**src/rtl/edge_pkg_a.sv**
```systemverilog
`default_nettype none
// ============================================================================
// Module      : edge_pkg_a
// Description : Narrow link beat type shared by every edge on the param link.
//               A beat carries one data byte and a 4-bit tag.
// Revision    : 1.0 - initial release
// ============================================================================
package edge_pkg_a;

    // Narrow beat: data byte in the upper bits, tag in the low nibble.
    typedef struct packed {
        logic [7:0] data;
        logic [3:0] tag;
    } param_t;

endpackage : edge_pkg_a
`default_nettype wire

```
**src/rtl/edge_pkg_b.sv**
```systemverilog
`default_nettype none
// ============================================================================
// Module      : edge_pkg_b
// Description : Wide producer word type: eight 8-bit fields, field 0 in the
//               least significant byte (word[i] is field_i).
// Revision    : 1.0 - initial release
// ============================================================================
package edge_pkg_b;

    typedef logic [7:0][7:0] wide_t;

endpackage : edge_pkg_b
`default_nettype wire

```
**src/rtl/wba_pkg.sv**
```systemverilog
`default_nettype none
// ============================================================================
// Module      : wba_pkg
// Description : Shared types, constants and tag helpers for the wide beat
//               arbiter.
// Revision    : 1.0 - initial release
// ============================================================================
package wba_pkg;

    import edge_pkg_a::param_t;
    import edge_pkg_b::wide_t;

    // Sparse encoding; any code outside this set is treated as IDLE.
    typedef enum logic [3:0] {
        IDLE = 4'd0,
        SEND = 4'd3,
        LAST = 4'd7
    } wba_state_e;

    localparam int BEATS_PER_WORD = 8;
    localparam int LAST_BIT       = 3;
    localparam int IDX_MSB        = 2;

    // Beat index at which SEND hands over to LAST on the next handshake.
    localparam logic [IDX_MSB:0] IDX_PENULT = 3'(BEATS_PER_WORD - 2);

    // Tag layout: {last, beat_idx}.
    function automatic logic [LAST_BIT:0] make_tag(input logic             last,
                                                   input logic [IDX_MSB:0] idx);
        return {last, idx};
    endfunction

    // Build one beat of a captured word.
    function automatic param_t make_beat(input wide_t            word,
                                         input logic [IDX_MSB:0] idx,
                                         input logic             last);
        param_t beat;
        beat.data = word[idx];
        beat.tag  = make_tag(last, idx);
        return beat;
    endfunction

endpackage : wba_pkg
`default_nettype wire

```
**src/rtl/wba_rr_pick.sv**
```systemverilog
`default_nettype none
// ============================================================================
// Module      : wba_rr_pick
// Description : Combinational round-robin selector. Finds the first set bit
//               of req starting at ptr and moving upward with wrap-around.
// Revision    : 1.0 - initial release
// ============================================================================
module wba_rr_pick #(
    parameter int NUM_REQ = 4,
    parameter int ID_W    = $clog2(NUM_REQ)
) (
    input  logic [NUM_REQ-1:0] req,
    input  logic [ID_W-1:0]    ptr,
    output logic [NUM_REQ-1:0] gnt,
    output logic [ID_W-1:0]    idx,
    output logic               any
);

    // Scan from the farthest offset down to offset 0 so the closest hit wins.
    always_comb begin
        logic [ID_W-1:0] w_k;
        gnt = '0;
        idx = '0;
        any = 1'b0;
        w_k = '0;
        for (int i = NUM_REQ - 1; i >= 0; i--) begin
            w_k = ID_W'((int'(ptr) + i) % NUM_REQ);
            if (req[w_k]) begin
                gnt      = '0;
                gnt[w_k] = 1'b1;
                idx      = w_k;
                any      = 1'b1;
            end
        end
    end

endmodule : wba_rr_pick
`default_nettype wire

```
**src/rtl/wide_beat_arbiter.sv**
```systemverilog
`default_nettype none
// ============================================================================
// Module      : wide_beat_arbiter
// Description : Round-robin scheduler sharing one narrow param_t link among
//               NUM_REQ wide_t producers. The winning word is captured and
//               serialised as eight beats, field 0 first, tag = {last, idx}.
//               Optional macro WBA_PARITY_EN adds out_parity (XOR of the beat
//               data byte).
// Revision    : 1.0 - initial release
// ============================================================================
module wide_beat_arbiter
    import wba_pkg::*;
#(
    parameter int NUM_REQ = 4,
    parameter int ID_W    = $clog2(NUM_REQ)
) (
    input  logic                 clk,
    input  logic                 rst_n,
    input  logic [NUM_REQ-1:0]   req_valid,
    output logic [NUM_REQ-1:0]   req_ready,
    input  edge_pkg_b::wide_t    req_data [NUM_REQ],
    output logic                 out_valid,
    input  logic                 out_ready,
    output edge_pkg_a::param_t   out_data,
    output logic [ID_W-1:0]      out_id
`ifdef WBA_PARITY_EN
    ,
    output logic                 out_parity
`endif
);

    wba_state_e          r_state;
    wba_state_e          w_state_dec;
    wba_state_e          w_state_next;
    logic [ID_W-1:0]     r_rr_ptr;
    logic [ID_W-1:0]     r_out_id;
    logic [IDX_MSB:0]    r_beat_idx;
    edge_pkg_b::wide_t   r_capture;

    logic [NUM_REQ-1:0]  w_pick_gnt;
    logic [ID_W-1:0]     w_pick_idx;
    logic                w_pick_any;
    logic                w_grant;
    logic [ID_W-1:0]     w_ptr_next;

    wba_rr_pick #(
        .NUM_REQ (NUM_REQ),
        .ID_W    (ID_W)
    ) u_rr_pick (
        .req (req_valid),
        .ptr (r_rr_ptr),
        .gnt (w_pick_gnt),
        .idx (w_pick_idx),
        .any (w_pick_any)
    );

    // Fold unused state codes onto IDLE so a corrupted register recovers.
    always_comb begin
        case (r_state)
            SEND:    w_state_dec = SEND;
            LAST:    w_state_dec = LAST;
            default: w_state_dec = IDLE;
        endcase
    end

    // Next-state and handshake outputs; grants are only offered in IDLE.
    always_comb begin
        w_state_next = w_state_dec;
        req_ready    = '0;
        out_valid    = 1'b0;
        w_grant      = 1'b0;
        case (w_state_dec)
            IDLE: begin
                if (rst_n && w_pick_any) begin
                    req_ready    = w_pick_gnt;
                    w_grant      = 1'b1;
                    w_state_next = SEND;
                end
            end
            SEND: begin
                out_valid = 1'b1;
                if (out_ready && (r_beat_idx == IDX_PENULT)) begin
                    w_state_next = LAST;
                end
            end
            LAST: begin
                out_valid = 1'b1;
                if (out_ready) begin
                    w_state_next = IDLE;
                end
            end
            default: w_state_next = IDLE;
        endcase
    end

    // State register.
    always_ff @(posedge clk) begin
        if (!rst_n) begin
            r_state <= IDLE;
        end else begin
            r_state <= w_state_next;
        end
    end

    // Pointer moves one past the requester whose word just completed.
    assign w_ptr_next = (r_out_id == ID_W'(NUM_REQ - 1)) ? '0 : r_out_id + ID_W'(1);

    // Word capture, beat counter, owner id and round-robin pointer.
    always_ff @(posedge clk) begin
        if (!rst_n) begin
            r_capture  <= '0;
            r_out_id   <= '0;
            r_beat_idx <= '0;
            r_rr_ptr   <= '0;
        end else begin
            if (w_grant) begin
                r_capture  <= req_data[w_pick_idx];
                r_out_id   <= w_pick_idx;
                r_beat_idx <= '0;
            end else if ((w_state_dec == SEND) && out_ready) begin
                r_beat_idx <= r_beat_idx + 3'd1;
            end
            if ((w_state_dec == LAST) && out_ready) begin
                r_rr_ptr <= w_ptr_next;
            end
        end
    end

    // Beat mux: driven purely from registers, so it holds while stalled.
    always_comb begin
        out_data = '0;
        if (out_valid) begin
            out_data = make_beat(r_capture, r_beat_idx, (w_state_dec == LAST));
        end
    end

    assign out_id = r_out_id;

`ifdef WBA_PARITY_EN
    assign out_parity = ^out_data.data;
`endif

endmodule : wide_beat_arbiter
`default_nettype wire
```
**config.mk**
```make
export PLATFORM = sky130hd
export DESIGN_NAME = wide_beat_arbiter
export DESIGN_NICKNAME = d
export VERILOG_FILES = /design/src/rtl/edge_pkg_a.sv /design/src/rtl/edge_pkg_b.sv /design/src/rtl/wba_pkg.sv /design/src/rtl/wba_rr_pick.sv /design/src/rtl/wide_beat_arbiter.sv
export SDC_FILE = /design/constraint.sdc
export NUM_CORES = 1
export LEC_CHECK = 0
export ABC_AREA = 0
export BUFFER_PORTS_ARGS = -buffer_cell sky130_fd_sc_hd__buf_2
export CORE_MARGIN = 3
export CORE_UTILIZATION = 28
export DETAILED_ROUTE_END_ITERATION = 6
export PLACE_DENSITY = 0.57
export SLEW_MARGIN = 20
export SYNTH_ARGS = -nofsm -noshare
export SYNTH_HDL_FRONTEND = slang
export SYNTH_SLANG_ARGS = --single-unit
```
**constraint.sdc**
```tcl
create_clock -name clk -period 3.5 [get_ports clk]
set_clock_uncertainty 0.05 [all_clocks]
set_input_delay 0.175 -clock clk [delete_from_list [all_inputs] [get_ports clk]]
set_output_delay 0.175 -clock clk [all_outputs]
set_load 0.05 [all_outputs]
```
; Word-level counts from Yosys, hierarchy flattened
; Cells that the tools add are included.
[totals]
register_bits = 75
input_bits = 263
out_inout_bits = 19
elab_cells = 91
[classes]
addsub = 5
n_lt_le_gt_ge = 10
n_eq_ne = 6
muxes = 45
n_bitwise = 2
reduce_logical = 11
[op_table]
columns = cell, n
row1 = $bmux W64 S2, 1
row2 = $mux W64, 2
row3 = $mux W4, 9
row4 = $bmux W8 S3, 1
row5 = $mux W1, 15
row6 = $lt A2 B3 Y1 const B, 4
row7 = $mux W12, 1
row8 = $pmux W4 S3, 1
row9 = $mux W2, 5
row10 = $bmux W1 S2, 4
row11 = $demux W1 S2, 4
row12 = $eq A4 B2 Y1 const B, 2
row13 = $eq A4 B3 Y1 const B, 2
row14 = $ge A2 B1 Y1 const B, 4
row15 = $logic_and A1 B1 Y1, 8
row16 = $mux W8, 1
row17 = $pmux W3 S2, 1
row18 = $add A2 B1 Y2 const B, 2
row19 = $add A2 B2 Y2 const B, 2
row20 = $logic_not A4 Y1, 1
row21 = $lt A3 B4 Y1 const B, 1
row22 = $reduce_or A2 Y1, 2
row23 = $add A3 B1 Y3 const B, 1
row24 = $eq A3 B3 Y1 const B, 1
row25 = other kinds (4), 4

; Logic depth before layout (Yosys ltp)
; Gate-level depths: netlist (run 1).
[logic_depth]
depth_word = 11
ltp_mapped = 11
mapped_depth_nobuf = 8

; Cells and area by module
; A second synthesis (run 1) with hierarchy kept.
[hier_totals]
hier_cells = 381
hier_area_um2 = 4957.3
[by_module_without_submodules]
columns = mod, n_inst, cells_per_inst, area_per_inst_um2, seq_area_each_um2
row1 = wide_beat_arbiter, 1, 320, 4448.0, 1461.4
row2 = wba_rr_pick, 1, 61, 509.2, 0.0

; Worst setup path before layout (run 1)
; Ideal clock, no wire load.
[synth_path]
path_type = reg2reg
start = reg r_rr_ptr[0]
end = reg r_capture[33] (netlist bit)
setup_ps = 137
arrival_ps = 2658
t_required_ps = 3313
slack_ps = 655
path_stages_with_launch = 11
synth_period_minus_slack_ps = 2845
cell_sequence = dfxtp_1 > buf_4 > inv_2 > ha_1 > mux2_2 > mux2i_4 > o31ai_1 > a211oi_2 > buf_4 > buf_2 > a221oi_1
[synth_between]
elab_chain_cells = 11
word_cells_on_any_way = 26
cone_classes = add/sub (3) / mux (21) / bitwise (1) / reduce/logical (1)
[synth_rtl]
columns = element, line
row1 = start: declaration, wide_beat_arbiter.sv:35  ; logic [ID_W-1:0] r_rr_ptr;
row2 = start signal: assignment, wide_beat_arbiter.sv:124  ; r_rr_ptr <= w_ptr_next;
row3 = $add A2 B2 Y2, wba_rr_pick.sv:27  ; w_k = ID_W'((int'(ptr) + i) % NUM_REQ);
row4 = $bmux W1 S2, wba_rr_pick.sv:28  ; if (req[w_k]) begin
row5 = $mux W1 (not written as such), wba_rr_pick.sv:28
row6 = $mux W2 (4 in series), wba_rr_pick.sv:28
row7 = $not A2 Y3 (not written as such), wide_beat_arbiter.sv:117  ; r_capture <= req_data[w_pick_idx];
row8 = $bmux W64 S2, wide_beat_arbiter.sv:117
row9 = $mux W64 (not written as such) (2 in series), wide_beat_arbiter.sv:117
row10 = end signal: assignment, wide_beat_arbiter.sv:117
row11 = end: declaration, wide_beat_arbiter.sv:38  ; edge_pkg_b::wide_t r_capture;
; Several ways; a longest one is shown, not always the timed one. The select of a mux whose other input is x is not followed.
; A chain may end at the register's enable or synchronous reset.

; Worst setup path after layout (run 1)
[layout_path]
start = reg r_rr_ptr[1]
end = reg r_capture[35] (netlist bit)
; Same word-level chain as after synthesis.

==> results.tsv, run 1 <==
stage	metric	value	unit
setup_path	WP data arrival	3160	ps
setup_path	CP endpoint kind	flip-flop	
clocking	Max clock buf depth	2	
clocking	clk root buf	clkbuf_16	
status	outcome	finished, final reports clean	
die	Die Ht	142	um
detailed_routing	Initial DRT Pass Iterations	5	
detailed_routing	Detailed Route Iter0 Violations	209	
setup_path	Critical R2R Launch	r_rr_ptr[1]	
global_routing	initial antenna violation count	0	
clocking	# clock sinks	73	
place	number of I/O port buffers	281	
setup_path	Buf/Inv on CP	2	
sta	unrepaired setup endpoints after global routing	no	
sta	Max Freq	0.333	GHz
logic_synthesis	synthesized netlist net count	802	
global_routing	Total Routing Usage GR	18.0	%
finish	Layout area overhead	38.8	%
finish	Multi-input gate area	3460	um^2
die	Core Region	18000	um^2
worst_hold_path	worst min-delay path class	in -> reg	
sta	final hold violation count	0	
die	I/O pin total	282	
setup_path	CP Max Fanout	37	
logic_synthesis	Post-Syn Area	5170	um^2
die	num rows	49	
clocking	cts repair resizes	0	
power	Pwr Density	379	nW/um^2
die	Die Wd	142	um
detailed_routing	DR vias/cell	5.24	
finish	Final #Nets	1061	
clocking	Clock Latency Late Sink	330	ps
sta	max_slew headroom	35.2	%
sta	final setup violation count	0	
setup_path	CP max-delay cell	ha_1	
detailed_routing	Via Count	5351	
setup_path	Setup crit start	r_rr_ptr[1]	
setup_path	crit path cell chain	inv_1, ha_1, mux2_2, nor2_1, o2bb2ai_4, buf_12, mux2_2, a22oi_1, o21ai_0	
sta	final setup margin	498	ps
finish	commonest cells after routing, fill and taps aside	281 x buf_2, 72 x dfxtp_1, 59 x mux2i_1	
setup_path	CP max stage delay	400	ps
logic_synthesis	Yosys reg bits	73	
global_routing	number of global-route vias before repair	5182	
global_routing	global-route wire length before repair	28.1	mm
die	die area	20100	um^2
detailed_routing	Post-DRT Antenna Nets	0	
power	Leakage Power	3.38	nW
global_routing	largest net degree at the start of global routing	89	
place	DP Area	6800	um^2
sta	final hold slack	15.4	ps
finish	sequential cell area	1460	um^2
place	Routability Congestion	0.800	
finish	most common cell after layout, fill and taps aside	buf_2	
setup_path	Top delay family on crit path	multiplexers	
logic_synthesis	synth warn	0	
sta	Period minus WS final	3000	ps
detailed_routing	DRC Markers	0	
setup_path	required time worst endpoint	3660	ps
clocking	hold buffers post-CTS	7	
setup_path	Crit path top cell by count	mux2_2	
sta	Final period util	85.8	%
logic_synthesis	Cells after Synth	528	
finish	Fillers	1836	
place	dpl ws	460	ps
detailed_routing	DR WL/cell	18.5	um
finish	share of cells above drive strength 1	48.2	%
job	Max-Cap Viols	0	
setup_path	CP Launch Type	flip-flop	
finish	utilization after layout	39.8	%
finish	post-route cell area	7170	um^2
sta	Final Slew Violations	0	
logic_synthesis	Yosys cell types	43	
global_routing	grt total ovfl	0	
clocking	H-tree level count	3	
clocking	clock transition at the registers of the reported paths	60	ps
sta	setup_tns	0	ps
die	initial core utilization	28.7	%
power	maximum vdd drop	0.216	mV
clocking	TritonCTS clock tree	yes	
setup_path	type of the worst setup path	reg -> reg	
place	Final HPWL DP	14.6	mm
logic_synthesis	average cell area after synthesis	9.79	um^2
logic_synthesis	sequential-to-total area share from yosys stat	28.3	%
sta	Worst Tran Pin Value	971	ps
worst_hold_path	Hold Crit Start	req_data[168]	
clocking	total CTS buffers	9	
detailed_routing	wirelength, routed	19.0	mm
clocking	number of post-CTS setup repair buffers	0	
==> logic make-up (layout without fill, tap and decap cells) <==
logic type / count (synthesis) / after routing / share of synthesized area (%)
compound gates: 170 / 170 / 24.5
xor+xnor: 2 / 2 / 0.339
fa+ha+maj: 11 / 11 / 2.66
buf+inv: 59 / 323 / 5.59
flops: 73 / 73 / 28.3
mux: 121 / 121 / 30.5
other cells: 0 / 1 / 0
simple gates: 92 / 92 / 8.11
==> worst paths after layout <==
kind	depth (start not counted)	endpoint	slack, ps
hold / removal	3	r_capture[40]	20
hold reg to reg	2	r_capture[5]	420
setup reg to reg	9	r_capture[35]	500
setup / recovery	9	r_capture[35]	500
==> synthesized netlist by cell type <==
| cell | number | share of area [%] |
|---|---|---|
| buf_2 | 18 | 1.7 |
| o311ai_0 | 1 | 0.17 |
| mux2_2 | 23 | 5.0 |
| a211o_1 | 4 | 0.68 |
| a211oi_2 | 1 | 0.24 |
| mux2i_4 | 1 | 0.44 |
| nand2b_4 | 1 | 0.27 |
| clkbuf_4 | 1 | 0.15 |
| mux4_2 | 18 | 7.8 |
| o31ai_1 | 2 | 0.29 |
| a211oi_1 | 2 | 0.29 |
| inv_2 | 1 | 0.073 |
| mux2_4 | 20 | 5.8 |
| o2bb2ai_2 | 1 | 0.29 |
| nor4_1 | 1 | 0.12 |
| xor2_1 | 1 | 0.17 |
| nor2_1 | 23 | 1.7 |
| o21ai_0 | 43 | 4.2 |
| a22oi_1 | 15 | 2.2 |
| nand2_1 | 42 | 3.1 |
| ha_1 | 11 | 2.7 |
| nand4b_1 | 1 | 0.17 |
| buf_1 | 3 | 0.22 |
| nor3_1 | 1 | 0.097 |
| and2_0 | 1 | 0.12 |
| a221oi_1 | 26 | 4.4 |
| a32oi_1 | 58 | 9.8 |
| mux2i_1 | 59 | 11 |
| nor2b_1 | 14 | 1.7 |
| a221o_1 | 1 | 0.19 |
| nand3_1 | 2 | 0.19 |
| inv_1 | 3 | 0.22 |
| buf_6 | 3 | 0.65 |
| xnor2_1 | 1 | 0.17 |
| a21o_1 | 2 | 0.29 |
| dfxtp_1 | 73 | 28 |
| o21ai_1 | 9 | 0.87 |
| nand2b_1 | 1 | 0.12 |
| and2_1 | 5 | 0.61 |
| o211a_1 | 1 | 0.19 |
| buf_4 | 5 | 0.73 |
| a21oi_1 | 4 | 0.39 |
| clkbuf_1 | 25 | 1.8 |
==> per-stage QoR <==
step	power, mW	cells
6_report	2.72	1022
5_1_grt	2.87	1021
4_1_cts	2.76	1021
3_5_place_dp	1.82	998
3_3_place_gp	1.81	998
2_1_floorplan	1.49	528
==> report_power, final <==
group / total [mW] / leakage (nW) / internal (mW) / switching (mW)
Combinational: 0.754 / 2.64 / 0.374 / 0.380
Clock: 0.922 / 0.131 / 0.553 / 0.369
Sequential: 1.04 / 0.605 / 0.937 / 0.104
==> registers in the layout, indices dropped and copies added, names as in the netlist <==
signal,cells
r_capture,64
r_rr_ptr,2
out_id,2
r_beat_idx,3
r_state,2
==> worst min-delay path: cells and delay by family <==
kind | cells | cell delay, ps
buffers and inverters | 1 | 80
AO/OA/AOI/OAI | 1 | 70
AND/OR/NAND/NOR | 1 | 50
==> final cells by class <==
class / count / share of cell area (%)
Antenna cell: 1 / 0.0349
Clock buffer: 10 / 3.19
Multi-Input combinational cell: 396 / 48.2
Tap cell: 229 / 3.99
Clock inverter: 6 / 0.959
Timing Repair Buffer: 303 / 23.0
Sequential cell: 73 / 20.4
Inverter: 4 / 0.209
==> routing by layer <==
layer  up-vias  global-route usage, %  part of all wire [%]
met5         -                      0                     0
met4         0                   4.24                  0.94
met3        12                   4.21                   6.4
met2       195                   30.1                    49
met1      2530                   23.5                    43
li1       2614                      -                     -
(Power assumes the default switching activity.)
==> run 2, diff against run 1 <==
--- a/config.mk
+++ b/config.mk
@@ -5,13 +5,14 @@
 export SDC_FILE = /design/constraint.sdc
 export NUM_CORES = 1
 export LEC_CHECK = 0
-export ABC_AREA = 0
+export ABC_AREA = 1
 export BUFFER_PORTS_ARGS = -buffer_cell sky130_fd_sc_hd__buf_2
 export CORE_MARGIN = 3
 export CORE_UTILIZATION = 28
 export DETAILED_ROUTE_END_ITERATION = 6
-export PLACE_DENSITY = 0.57
+export PLACE_DENSITY = 0.55
 export SLEW_MARGIN = 20
 export SYNTH_ARGS = -nofsm -noshare
 export SYNTH_HDL_FRONTEND = slang
+export SYNTH_HIERARCHICAL = 1
 export SYNTH_SLANG_ARGS = --single-unit
==> run 2 against run 1 <==
Compared with the run above: power increased by 0.77%; first-iteration DRC count increased by 67%; flip-flop and latch count unchanged; synthesized cell count increased by 95%; count of clock-buffer cells in the layout decreased by 1; register-to-register slack got worse by 30 ps; cell area increased by 7.2%; critical endpoint is now req_ready[2].
==> results.tsv, run 2 <==
stage	metric	value	unit
status	outcome	finished, final reports clean	
sta	Final Slew Violations	0	
die	num rows	52	
logic_synthesis	Post-Syn Area	5870	um^2
logic_synthesis	asr flop ratio synth	0	%
setup_path	r2r setup slk	470	ps
finish	max reg flops	64	
clocking	Clock Latency Late Sink	340	ps
detailed_routing	Detailed Route Iter0 Violations	350	
setup_path	type of the worst setup path	reg -> out	
setup_path	Critical R2R Launch	r_rr_ptr[0]	
place	Final HPWL DP	15.6	mm
finish	post-route insts no fill	1540	
setup_path	required time worst endpoint	3270	ps
detailed_routing	DRC Markers	0	
power	combinational share of power	26.3	%
worst_hold_path	worst min-delay path class	in -> reg	
sta	Final period util	92.1	%
global_routing	grt total ovfl	0	
power	switch share	31.1	%
detailed_routing	Post-DRT Antenna Nets	0	
clocking	H-tree level count	3	
clocking	Max clock buf depth	2	
logic_synthesis	most numerous cell in the Yosys netlist	nand2_1	
finish	Layout area overhead	31.1	%
finish	largest registers	r_capture (64), r_beat_idx (3)	
global_routing	GRT met2 Usage	29.8	%
power	clock power share	39.9	%
power	maximum vdd drop	0.204	mV
finish	commonest cells after routing, fill and taps aside	413 x nand2_1, 281 x buf_2, 219 x nand3_1	
sta	final hold slack	103	ps
clocking	clock transition at the registers of the reported paths	60	ps
power	Leakage Power	4.08	nW
detailed_routing	Via Count	6960	
sta	unrepaired setup endpoints after global routing	no	
global_routing	M3 GR Usage	2.23	%
setup_path	CP endpoint kind	primary output	
clocking	# clock sinks	73	
sta	final setup margin	277	ps
setup_path	R2R depth	14	
detailed_routing	DR WL/cell	13.4	um
global_routing	initial antenna violation count	0	
die	Die Wd	151	um
die	Core Region	20400	um^2
finish	most common cell after layout, fill and taps aside	nand2_1	
logic_synthesis	sequential-to-total area share from yosys stat	24.9	%
logic_synthesis	Area contributors post-synth	nand2_1 26%, dfxtp_1 25%, nand3_1 19%	
job	Max-Cap Viols	0	
global_routing	Total Routing Usage GR	17.3	%
finish	Top reg by flops	r_capture	
logic_synthesis	Synth area leader	nand2_1	
worst_hold_path	Hold Crit Start	out_ready	
global_routing	largest net degree at the start of global routing	71	
sta	final hold violation count	0	
sta	Worst Tran Pin Value	668	ps
setup_path	crit path to	req_ready[2]	
power	Pwr Density	356	nW/um^2
setup_path	CP Max Fanout	14	
logic_synthesis	most frequent cells after synthesis	414 x nand2_1, 219 x nand3_1, 91 x inv_1, 73 x dfxtp_1, 47 x buf_2	
logic_synthesis	synth warn	6	
logic_synthesis	Synth Flop Type	dfxtp_1	
setup_path	WP data arrival	3000	ps
die	initial core utilization	28.7	%
place	placed cell count	1524	
detailed_routing	Initial DRT Pass Iterations	4	
logic_synthesis	Yosys cell types	30	
clocking	TritonCTS clock tree	yes	
setup_path	CP Launch Type	flip-flop	
finish	# diodes	0	
detailed_routing	wirelength, routed	20.6	mm
die	Die Ht	151	um
global_routing	GRT Max-Usage Layer	met2	
clocking	total CTS buffers	9	
finish	utilization after layout	37.7	%
logic_synthesis	Synth top area share	26.5	%
logic_synthesis	average cell area after synthesis	5.71	um^2
sta	final setup violation count	0	
logic_synthesis	Cells after Synth	1027	
power	Psw	0.853	mW
global_routing	number of global-route vias before repair	6420	
logic_synthesis	EDFF count, synth	0	
place	number of I/O port buffers	281	
global_routing	global-route wire length before repair	31.5	mm
logic_synthesis	Yosys reg bits	73	
clocking	clk root buf	clkbuf_16	
place	Routability Congestion	0.904	
global_routing	met1 usage	22.7	%
place	dpl ws	494	ps
clocking	hold buffers post-CTS	0	
setup_path	Critical R2R Capture	r_capture[24]	
power	Int Power	1.89	mW
sta	Max Freq	0.310	GHz
power	Sequential Power Share	33.8	%
clocking	number of post-CTS setup repair buffers	0	
die	I/O pin total	282	
detailed_routing	DR vias/cell	4.52	
clocking	cts repair resizes	0	
finish	share of cells above drive strength 1	27.8	%
sta	setup_tns	0	ps
sta	Period minus WS final	3220	ps
sta	max_slew headroom	55.5	%
logic_synthesis	synthesized netlist net count	1301	
finish	Final #Nets	1539	
die	die area	22700	um^2
setup_path	Setup crit start	r_rr_ptr[0]	
run 2: critical path: stages (launching register included):
cell     delay (ps)
dfxtp_1         560
inv_2           190
ha_1            380
inv_1           100
nand3_2         110
nand2_4         130
inv_6            60
nand4_1         150
nand2_2          80
nor2_4          370
inv_2           120
nor2_1          120
buf_2           270
run 2: worst min path at each step:
stage / to / depth (start not counted)
2_1_floorplan: r_state[2] / 3
3_3_place_gp: r_capture[23] / 2
3_5_place_dp: r_capture[14] / 2
4_1_cts: r_state[2] / 4
5_1_grt: r_capture[9] / 5
6_report: r_state[2] / 4
run 2: area by class of cell:
type,instances,area (um^2)
clock inverters,7,125
inverters,102,393
flip-flops and latches,73,1460
multi-input cells,783,3610
repair buffers,296,1540
clock buffers,9,225
well taps,270,338
fillers,2302,12700
run 2: cells by family (layout without fill, tap and decap cells):
logic type               Yosys count  in the layout  synth area share (%)
AND/OR/NAND/NOR                  675            675                  49.7
buffers and inverters            171            414                  13.9
AO/OA/AOI/OAI                     97             97                  9.15
flip-flops                        73             73                  24.9
adder cells (fa/ha/maj)           11             11                  2.35
run 2: stage by stage:
step	total power, mW	cell area (um^2)
final	2.74	7690
after global routing	2.91	7690
after CTS	2.78	7690
after detailed placement	1.67	7340
after global placement	1.67	7340
after floorplan	1.42	5870
run 2: power groups by stage:
| stage | sequential (mW) | combinational [mW] | clock, mW |
|---|---|---|---|
| after floorplan | 0.938 | 0.478 | 0 |
| after global placement | 0.944 | 0.730 | 0 |
| after detailed placement | 0.944 | 0.731 | 0 |
| after CTS | 0.926 | 0.733 | 1.12 |
| after global routing | 0.932 | 0.822 | 1.16 |
| final | 0.925 | 0.721 | 1.09 |
run 2: layer usage:
metal  wire length [um]  up-vias
met4                230        0
li1                   -     3734
met5                  0        -
met1               9370     3017
met2               9660      196
met3               1320       13
